## src/rtl/snn_pkg.sv

```systemverilog
// Shared types for the SNN run scheduler: FSM state encoding and a busy decode helper.
package snn_pkg;

  typedef enum logic [2:0] {
    S_IDLE   = 3'd0,
    S_CLEAR  = 3'd1,
    S_RUN_LO = 3'd2,
    S_RUN_HI = 3'd3,
    S_DRAIN  = 3'd4,
    S_DONE   = 3'd5
  } snn_run_state_t;

  function automatic logic state_is_busy(input snn_run_state_t st);
    logic b;
    case (st)
      S_CLEAR, S_RUN_LO, S_RUN_HI, S_DRAIN: b = 1'b1;
      default:                              b = 1'b0;
    endcase
    return b;
  endfunction

endpackage

```

## src/rtl/snn_run_scheduler.sv

```systemverilog
// Sequences one SNN inference run: clear the network, step timesteps with a
// two-cycle spike strobe, drain the output counters, then report done.
module snn_run_scheduler
  import snn_pkg::*;
#(
  parameter int NUM_OUTPUTS            = 4,
  parameter int OUTPUT_SPIKE_ADDR_BITS = 4,
  parameter int MAX_TIMESTEPS_BITS     = 8
) (
  input  logic                              clk,
  input  logic                              rst,
  input  logic                              start,
  input  logic                              abort,
  input  logic [31:0]                       sim_time,
  output logic                              network_rst,
  output logic                              spike_en,
  output logic [MAX_TIMESTEPS_BITS-1:0]     pattern_addr,
  output logic [31:0]                       timestep,
  output logic [OUTPUT_SPIKE_ADDR_BITS-1:0] drain_addr,
  output logic                              drain_wen,
  output logic                              mem_grant,
  output logic                              busy,
  output logic                              done
);

  snn_run_state_t                    r_state;
  snn_run_state_t                    w_next_state;
  logic                              r_start_q;
  logic [31:0]                       r_sim_time;
  logic [31:0]                       r_timestep;
  logic [OUTPUT_SPIKE_ADDR_BITS-1:0] r_drain_addr;

  logic w_start_evt;
  logic w_start_accept;
  logic w_last_step;
  logic w_last_drain;

  assign w_start_evt    = start & ~r_start_q;
  // Abort wins over a coincident start; starts only count between runs.
  assign w_start_accept = w_start_evt & ~abort &
                          ((r_state == S_IDLE) | (r_state == S_DONE));
  assign w_last_step    = ((r_timestep + 32'd1) == r_sim_time);
  assign w_last_drain   = (r_drain_addr == OUTPUT_SPIKE_ADDR_BITS'(NUM_OUTPUTS - 1));

  always_comb begin
    w_next_state = r_state;
    if (abort) begin
      w_next_state = S_IDLE;
    end else begin
      case (r_state)
        S_IDLE:   w_next_state = w_start_accept ? S_CLEAR : S_IDLE;
        S_CLEAR:  w_next_state = (r_sim_time == 32'd0) ? S_DRAIN : S_RUN_LO;
        S_RUN_LO: w_next_state = S_RUN_HI;
        S_RUN_HI: w_next_state = w_last_step ? S_DRAIN : S_RUN_LO;
        S_DRAIN:  w_next_state = w_last_drain ? S_DONE : S_DRAIN;
        S_DONE:   w_next_state = w_start_accept ? S_CLEAR : S_DONE;
        default:  w_next_state = S_IDLE;
      endcase
    end
  end

  always_ff @(posedge clk or posedge rst) begin
    if (rst) begin
      r_state <= S_IDLE;
    end else begin
      r_state <= w_next_state;
    end
  end

  always_ff @(posedge clk or posedge rst) begin
    if (rst) begin
      r_start_q    <= 1'b0;
      r_sim_time   <= 32'd0;
      r_timestep   <= 32'd0;
      r_drain_addr <= '0;
    end else begin
      r_start_q <= start;
      if (w_start_accept) begin
        r_sim_time   <= sim_time;
        r_timestep   <= 32'd0;
        r_drain_addr <= '0;
      end else begin
        if (r_state == S_RUN_HI) begin
          r_timestep <= r_timestep + 32'd1;
        end
        if ((r_state == S_DRAIN) && !w_last_drain) begin
          r_drain_addr <= r_drain_addr + OUTPUT_SPIKE_ADDR_BITS'(1);
        end
      end
    end
  end

  assign network_rst  = (r_state == S_CLEAR);
  assign spike_en     = (r_state == S_RUN_HI);
  assign drain_wen    = (r_state == S_DRAIN);
  assign done         = (r_state == S_DONE);
  assign busy         = state_is_busy(r_state);
  assign mem_grant    = ~busy;
  assign pattern_addr = r_timestep[MAX_TIMESTEPS_BITS-1:0];
  assign timestep     = r_timestep;
  assign drain_addr   = r_drain_addr;

endmodule

```

## config.mk

```make
export PLATFORM = sky130hd
export DESIGN_NAME = snn_run_scheduler
export DESIGN_NICKNAME = d
export VERILOG_FILES = /design/src/rtl/snn_pkg.sv /design/src/rtl/snn_run_scheduler.sv
export SDC_FILE = /design/constraint.sdc
export NUM_CORES = 1
export LEC_CHECK = 0
export CELL_PAD_IN_SITES_DETAIL_PLACEMENT = 1
export CELL_PAD_IN_SITES_GLOBAL_PLACEMENT = 1
export CORE_MARGIN = 2
export CORE_UTILIZATION = 39
export CTS_CLUSTER_SIZE = 30
export DETAILED_ROUTE_END_ITERATION = 10
export HOLD_SLACK_MARGIN = 0.15
export PLACE_DENSITY = 0.79
export REMOVE_ABC_BUFFERS = 1
export SLEW_MARGIN = 20
export SYNTH_ARGS = -nofsm -noshare
export SYNTH_HDL_FRONTEND = slang
export SYNTH_SLANG_ARGS = --single-unit
```

## constraint.sdc

```tcl
create_clock -name clk -period 3 [get_ports clk]
set_input_delay 0.6 -clock clk [delete_from_list [all_inputs] [get_ports clk]]
set_output_delay 0.6 -clock clk [all_outputs]
set_load 0.02 [all_outputs]
```

== After elaboration in Yosys (flattened, before gate mapping) ==
Cells that the tools add are included.
Storage, ports and cells
  input port bits: 36
  flip-flop bits (word level): 72
  logic and storage cells: 40
Operators by class
  reductions and logical operators: 7
  multiplexer cells: 12
  bitwise logic cells: 7
  equal/unequal tests: 7
  $add $sub $neg: 2
Operators with widths (count)
  2-to-1 mux 32 bit: 2
  adder 32 x 1 -> 32 bit, second input constant: 1
  equality test 32 bit: 1
  logical NOT 32 bit: 1
  case mux 3 bit (6 select lines): 1
  2-to-1 mux 3 bit: 4
  2-to-1 mux 4 bit: 2
  equality test 3 x 2 -> 1 bit, second input constant: 2
  equality test 3 bit, second input constant: 2
  adder 4 x 1 -> 4 bit, second input constant: 1
  equality test 4 x 2 -> 1 bit, second input constant: 1
  nonzero test 2 bit: 2
  OR reduction 4 bit: 1
  bitwise AND 1 bit: 3
  equality test 3 x 1 -> 1 bit, second input constant: 1
  logical NOT 3 bit: 1
  2-to-1 mux 1 bit: 3
  NOT 1 bit: 3
  logical AND 1 bit: 1
  logical NOT 1 bit: 1
  OR 1 bit: 1

== Logic depth before layout (Yosys ltp) ==
Gate-level depths: netlist of run 1.
  word-level depth: 7
  gate-level depth with buffers: 10
  depth with buffers taken out: 9

== Worst setup path before layout of run 1 ==
OpenSTA, ideal clock, no wires.
  kind: register to register
  start: reg r_timestep[0] (netlist: timestep[0])
  end: reg r_state[2]
  stages on the path, launching flop included: 10
  library setup time: 0.087 ns
  arrival time: 2.471 ns
  data required time: 2.913 ns
  path slack: 0.442 ns
  cells stage by stage: dfrtp_1 > ha_1 > nand3_1 > nor3_4 > and3_1 > and4b_1 > a211oi_1 > nor4b_1 > a41oi_1 > a211oi_2
On the way
  word-level cells in the longest chain between the ends: 5
RTL lines
  start, declared: RTL line snn_run_scheduler.sv:30  | logic [31:0] r_timestep;
  start signal, assigned: RTL line snn_run_scheduler.sv:84  | r_timestep <= r_timestep + 32'd1;
  adder 32 x 1 -> 32 bit: RTL line snn_run_scheduler.sv:42  | assign w_last_step = ((r_timestep + 32'd1) == r_sim_time);
  equality test 32 bit: RTL line snn_run_scheduler.sv:42
  2-to-1 mux 3 bit: RTL line snn_run_scheduler.sv:54  | S_RUN_HI: w_next_state = w_last_step ? S_DRAIN : S_RUN_LO;
  case mux 3 bit (6 select lines): RTL line snn_run_scheduler.sv:50  | case (r_state)
  2-to-1 mux 3 bit: RTL line snn_run_scheduler.sv:47  | if (abort) begin
  named net w_next_state[2]: RTL line snn_run_scheduler.sv:27  | snn_run_state_t w_next_state;
  end signal, assigned: RTL line snn_run_scheduler.sv:66  | r_state <= w_next_state;
  end, declared: RTL line snn_run_scheduler.sv:26  | snn_run_state_t r_state;
The timed path passes the listed nets, and every way through them passes these cells.
A chain may end at the register's enable or synchronous reset.

== Worst setup path in the final report of run 1 ==
  start: reg r_timestep[2] (netlist: timestep[2])
  end: reg r_state[2]
The elaborated chain is that of the path after synthesis.

==> impl_metrics.env, run 1 <==
export IMPL_status="complete, no violations"
export IMPL_synth_simple_area_share=0.303
export IMPL_timing_rr_end="r_state[2]"
export IMPL_die_area_mm2=0.0129
export IMPL_drt_pass1_iterations=4
export IMPL_routedWlPerCell_um=20.1
export IMPL_synth_main_ff_cell="dfrtp_1"
export IMPL_synth_compound_area_frac=0.140
export IMPL_grt_max_degree=73
export IMPL_gp_congestion=0.919
export IMPL_final_util=0.515
export IMPL_min_delay_path_depth=2
export IMPL_core_mm2=0.0116
export IMPL_rsz0062_at_grt="no"
export IMPL_synth_common_cells="nand2_1, dfrtp_1, o21ai_0, xnor2_1, nor2_1"
export IMPL_start_util=0.404
export IMPL_ir_drop_mv=0.372
export IMPL_antenna_found_initial=0
export IMPL_slew_headroom=0.270
export IMPL_crit_type="flop to flop"
export IMPL_r2r_cells=9
export IMPL_clkLatencyLatePin_ns=0.34
export IMPL_h_tree_depth=3
export IMPL_worstPathRequired_ns=3.25
export IMPL_drt_initial_drc_count=281
export IMPL_finalSetupViolCount=0
export IMPL_grt_pass1_vias=4709
export IMPL_cap_viol_max_count=0
export IMPL_die_h_um=113
export IMPL_cp_cell_sequence="nand4_1 -> buf_4 -> nor3_4 -> nand4_2 -> xnor2_1 -> o2111ai_1 -> nor4b_1 -> a41oi_1 -> a211oi_2"
export IMPL_wirelength_um=15800
export IMPL_finalHoldWorstSlack_ns=0.541
export IMPL_syn_cell_area_mm2=0.00467
export IMPL_grtUsageTotal=0.254
export IMPL_fin_nets=677
export IMPL_r2r_slack_ns=0.20
export IMPL_min_from="r_sim_time[9]"
export IMPL_finalSetupTns_ns=0
export IMPL_post_synth_cell_area_avg_um2=8.29
export IMPL_clkTransAtPathRegs_ns=0.06
export IMPL_worst_ep_arrival_time_ns=3.06
export IMPL_worstPathMaxFanout=10
export IMPL_holdCritPathClass="flop to flop"
export IMPL_cts_path_max_buffers=2
export IMPL_p_leak_nw=2.53
export IMPL_synth_top_area_share=0.386
export IMPL_synth_edff_count=0
export IMPL_synthMuxAreaShare=0.00214
export IMPL_synth_seq_cells=72
export IMPL_antenna_left=0
export IMPL_grt_pass1_wl_um=25500
export IMPL_drive_gt1_frac=0.101
export IMPL_yosys_area_share_xor_xnor=0.104
export IMPL_ioPinCount=86
export IMPL_cts_tree="yes"
export IMPL_overflow=0
export IMPL_yosysUniqueCellTypes=61
export IMPL_hpwlAfterDp_um=11800
export IMPL_endpoint_kind="flop"
export IMPL_yosys_area_top_type="dfrtp_1"
export IMPL_nFillCells=1384
export IMPL_async_flop_share=1.00
export IMPL_yosysSeqAreaShare=0.386
export IMPL_worst_clock_skew_ns=0.00770
export IMPL_synth_most_common_cell="nand2_1"
export IMPL_drc=0
export IMPL_hold_violations=0
export IMPL_synth_area_leaders="dfrtp_1, nand2_1, xnor2_1"
export IMPL_areaGrowthSynthToFinish_pct=27.6
export IMPL_fin_crit_sh=0.934
export IMPL_synthCells=563
export IMPL_numCtsBuffers=9
export IMPL_synth_fa_ha_area_frac=0.00536
export IMPL_portBuffers=85
export IMPL_root_buffer="clkbuf_16"
export IMPL_clock_sinks=72
export IMPL_tightest_slew_ns=1.09
export IMPL_r2r_start="timestep[2]"
export IMPL_power_mw=2.98
export IMPL_maxSlewViolCount=0
export IMPL_via_per_inst=5.75
export IMPL_period_minus_slack_ns=2.80
export IMPL_cp_slowest_cell="dfrtp_1"
export IMPL_min_to="r_sim_time[9]"
export IMPL_critPathMaxStageDelay_ns=0.54
export IMPL_yosys_warnings=0
export IMPL_diodes=0
export IMPL_max_freq_ghz=0.357
export IMPL_via_count=4526
export IMPL_die_width_um=113
export IMPL_critPathLaunchType="flop"
export IMPL_synth_top_family_by_area="simple AND/OR/NAND/NOR gates"
export IMPL_power_density_mw_per_mm2=501
export IMPL_rows=39
-- timing repair --
action	CTS	global route
hold buffers	0	0
setup buffers	0	1
resized for setup	0	4
setup endpoints to repair	0	2
-- registers in the layout, indices dropped and copies added, names as in the netlist --
signal	flops
r_sim_time	32
timestep	32
drain_addr	4
r_state	3
r_start_q	1
-- metal layers --
layer,track usage,up-vias,part of all wire
li1,-,2130,-
met1,0.341,2262,0.45
met2,0.415,112,0.48
met3,0.0420,22,0.045
met4,0.0902,0,0.017
met5,0,-,0
-- cells by family (layout without fill, tap and decap cells) --
kind of cell / Yosys count / count (layout)
muxes: 1 / 1
and+or+nand+nor: 278 / 278
AOI/OAI and AO/OA: 102 / 102
buffers and inverters: 55 / 136
DFF: 72 / 72
adders and majority gates: 2 / 2
xor gates and xnor gates: 53 / 53
-- placed cells by master (no fill, tap or decap), drive strengths merged, types with 13 or more instances in the layout --
cell type,instances
nand2,127
nand4,21
xnor2,38
o21ai,43
nand3,22
nor3,16
dfrtp,72
xor2,14
nor4,15
buf,26
clkdlybuf4s50,85
o31ai,13
nor2,33
-- power breakdown --
group / internal [mW] / total (mW) / switching [mW]
Combinational: 0.323 / 0.703 / 0.380
Sequential: 1.09 / 1.26 / 0.172
Clock: 0.605 / 1.02 / 0.419
-- through the flow --
stage / setup WS (ns) / instance area [um2] / std cells
after global placement: 0.230 / 5660 / 770
final: 0.197 / 5960 / 787
after detailed placement: 0.158 / 5660 / 770
after floorplan: -1.15 / 4420 / 517
after global routing: 0.0169 / 5960 / 787
after CTS: 0.0921 / 5940 / 786
-- worst max-delay path, delay by kind of cell (launching register included) --
kind	cells	cell delay [ns]
AO/OA/AOI/OAI	3	0.68
AND/OR/NAND/NOR	4	0.92
XOR/XNOR	1	0.39
flip-flops	1	0.54
buffers and inverters	1	0.20
-- layout make-up --
class / count / area (um2) / share of cell area
Tap cell: 143 / 179 / 0.0300
Clock inverter: 4 / 28.8 / 0.00483
Inverter: 9 / 33.8 / 0.00567
Multi-Input combinational cell: 436 / 2600 / 0.436
Sequential cell: 72 / 1800 / 0.303
Timing Repair Buffer: 111 / 1060 / 0.178
Clock buffer: 12 / 256 / 0.0431
-- worst max-delay path by stage --
stage | startpoint | depth (start not counted) | slack (ns) | end
final | timestep[2] | 9 | 0.20 | r_state[2]
after global routing | timestep[1] | 9 | 0.02 | r_state[1]
after CTS | timestep[0] | 9 | 0.09 | r_state[2]
after detailed placement | timestep[0] | 10 | 0.16 | r_state[1]
after global placement | timestep[6] | 8 | 0.23 | r_state[1]
after floorplan | abort | 6 | -1.15 | timestep[29]
Note: power is estimated with default switching activity, not from simulation.
==> run 2: changes to the inputs <==
--- a/config.mk
+++ b/config.mk
@@ -5,12 +5,12 @@
 export SDC_FILE = /design/constraint.sdc
 export NUM_CORES = 1
 export LEC_CHECK = 0
-export CELL_PAD_IN_SITES_DETAIL_PLACEMENT = 1
+export CELL_PAD_IN_SITES_DETAIL_PLACEMENT = 0
 export CELL_PAD_IN_SITES_GLOBAL_PLACEMENT = 1
-export CORE_MARGIN = 2
 export CORE_UTILIZATION = 39
 export CTS_CLUSTER_SIZE = 30
 export DETAILED_ROUTE_END_ITERATION = 10
+export GPL_TIMING_DRIVEN = 0
 export HOLD_SLACK_MARGIN = 0.15
 export PLACE_DENSITY = 0.79
 export REMOVE_ABC_BUFFERS = 1
==> run 2 against run 1 <==
  * The flow now finishes with violations (DRC)
  * Via count is 0.73% lower
  * Cell count is 1.4% lower
  * Count of clock-buffer cells in the layout is 1 lower
  * Power is 2.4% higher
  * Final area is 0.74% higher
  * Critical path depth is 5 lower
  * Routed wire length is 11% lower
  * Largest cell class unchanged
==> impl_metrics.env, run 2 (synthesized netlist as in run 1, its figures left out) <==
export IMPL_status="complete, but fails checks"
export IMPL_violations="DRC"
export IMPL_final_common_cell="nand2_1"
export IMPL_via_count=4493
export IMPL_clkLatencyLatePin_ns=0.34
export IMPL_antenna_left=0
export IMPL_hold_buffers=0
export IMPL_worstPathMaxFanout=22
export IMPL_numCtsBuffers=9
export IMPL_ir_drop_mv=0.287
export IMPL_die_h_um=111
export IMPL_clock_sinks=72
export IMPL_tightest_slew_ns=0.686
export IMPL_clkTransAtPathRegs_ns=0.06
export IMPL_finalHoldWorstSlack_ns=0.526
export IMPL_grtUsageTotal=0.241
export IMPL_max_freq_ghz=0.347
export IMPL_wirelength_um=14100
export IMPL_grt_max_degree=46
export IMPL_drive_gt1_frac=0.107
export IMPL_cts_path_max_buffers=2
export IMPL_diodes=0
export IMPL_grt_pass1_vias=4373
export IMPL_hold_violations=0
export IMPL_cap_viol_max_count=0
export IMPL_drt_initial_drc_count=233
export IMPL_worstPathRequired_ns=2.40
export IMPL_fin_crit_sh=0.961
export IMPL_fin_nets=667
export IMPL_dp_slack_ns=-0.466
export IMPL_gp_congestion=0.797
export IMPL_rsz0062_at_grt="no"
export IMPL_root_buffer="clkbuf_16"
export IMPL_routedWlPerCell_um=18.2
export IMPL_crit_type="flop to output pin"
export IMPL_worst_clock_skew_ns=0.00743
export IMPL_critPathLaunchType="flop"
export IMPL_via_per_inst=5.79
export IMPL_period_minus_slack_ns=2.88
export IMPL_areaGrowthSynthToFinish_pct=28.6
export IMPL_finalSetupTns_ns=0
export IMPL_portBuffers=85
export IMPL_ioPinCount=86
export IMPL_final_cell_mix="nand2_1, clkdlybuf4s50_1, dfrtp_1, o21ai_0, xnor2_1"
export IMPL_place_area_mm2=0.00552
export IMPL_start_util=0.405
export IMPL_worst_ep_arrival_time_ns=2.28
export IMPL_cts_tree="yes"
export IMPL_hpwlAfterDp_um=9640
export IMPL_power_density_mw_per_mm2=509
export IMPL_die_width_um=111
export IMPL_stdcell_area_mm2=0.00600
export IMPL_overflow=0
export IMPL_drc=8
export IMPL_h_tree_depth=3
export IMPL_endpoint_kind="output pin"
export IMPL_antenna_found_initial=0
export IMPL_grt_pass1_wl_um=23300
export IMPL_rows=39
export IMPL_maxSlewViolCount=0
export IMPL_final_setup_worst_slack_ns=0.116
export IMPL_core_mm2=0.0115
export IMPL_holdCritPathClass="flop to flop"
export IMPL_slew_headroom=0.542
export IMPL_die_area_mm2=0.0124
export IMPL_p_leak_nw=2.50
export IMPL_drt_pass1_iterations=10
export IMPL_finalSetupViolCount=0
[run 2: cell count changes in the layout (fill, tap and decap cells not counted), sizes merged]
cell | previous run | this run
buf | 26 | 14
clkbuf | 12 | 11
or2 | 3 | 4
inv | 9 | 8
bufinv | 0 | 2
[run 2: final timing paths]
| kind | slack [ns] | to | startpoint | cells past startpoint |
|---|---|---|---|---|
| max in group asynchronous | 1.84 | timestep[26] | rst | 3 |
| worst max register to register | 0.19 | r_state[1] | timestep[17] | 8 |
| min in group asynchronous | 0.60 | timestep[2] | rst | 2 |
| worst min register to register | 0.53 | r_sim_time[23] | r_sim_time[23] | 2 |
| worst min-delay path | 0.53 | r_sim_time[23] | r_sim_time[23] | 2 |
| worst max-delay path | 0.12 | spike_en | r_state[1] | 4 |
[run 2: critical path, stage by stage, from the launching register on]
cell,delay [ns]
dfrtp_1,0.50
nand2_1,0.20
or2_4,0.42
clkinvlp_4,0.19
clkdlybuf4s50_1,0.62
[run 2: layout make-up]
cell class / count / area (um2)
repair buffers: 99 / 992
fillers: 1090 / 5520
repair inverters: 1 / 5.00
well taps: 143 / 179
multi-input cells: 437 / 2680
clock inverters: 4 / 70.1
clock buffers: 11 / 233
inverters: 9 / 40.0
flip-flops and latches: 72 / 1810
[run 2: per-layer routing]
layer	track usage	vias to the layer above	part of all wire
li1	-	2119	-
met1	0.327	2191	0.46
met2	0.383	153	0.46
met3	0.0463	30	0.064
met4	0.0937	0	0.022
met5	0	-	0
[run 2: repair_timing]
item | 4_1_cts | 5_1_grt
endpoints found under the setup margin | 32 | 2
endpoints found under the hold margin | 0 | 0
gates resized for setup | 8 | 12
pin swaps | 4 | 1
gates cloned | 2 | 0
setup buffers | 9 | 1
[run 2: metrics by stage]
stage / cells / total power, mW / util
floorplan: 517 / 1.66 / -
global placement: 745 / 1.90 / 0.473
detailed placement: 749 / 1.93 / 0.479
CTS: 775 / 3.06 / 0.515
global route: 776 / 3.22 / 0.521
finish: 776 / 3.06 / 0.521
[run 2: where the power goes]
group	switching, mW	leakage (nW)	internal (mW)
Clock	0.402	0.149	0.720
Combinational	0.353	1.40	0.323
Sequential	0.170	0.950	1.09
Total	0.925	2.50	2.13
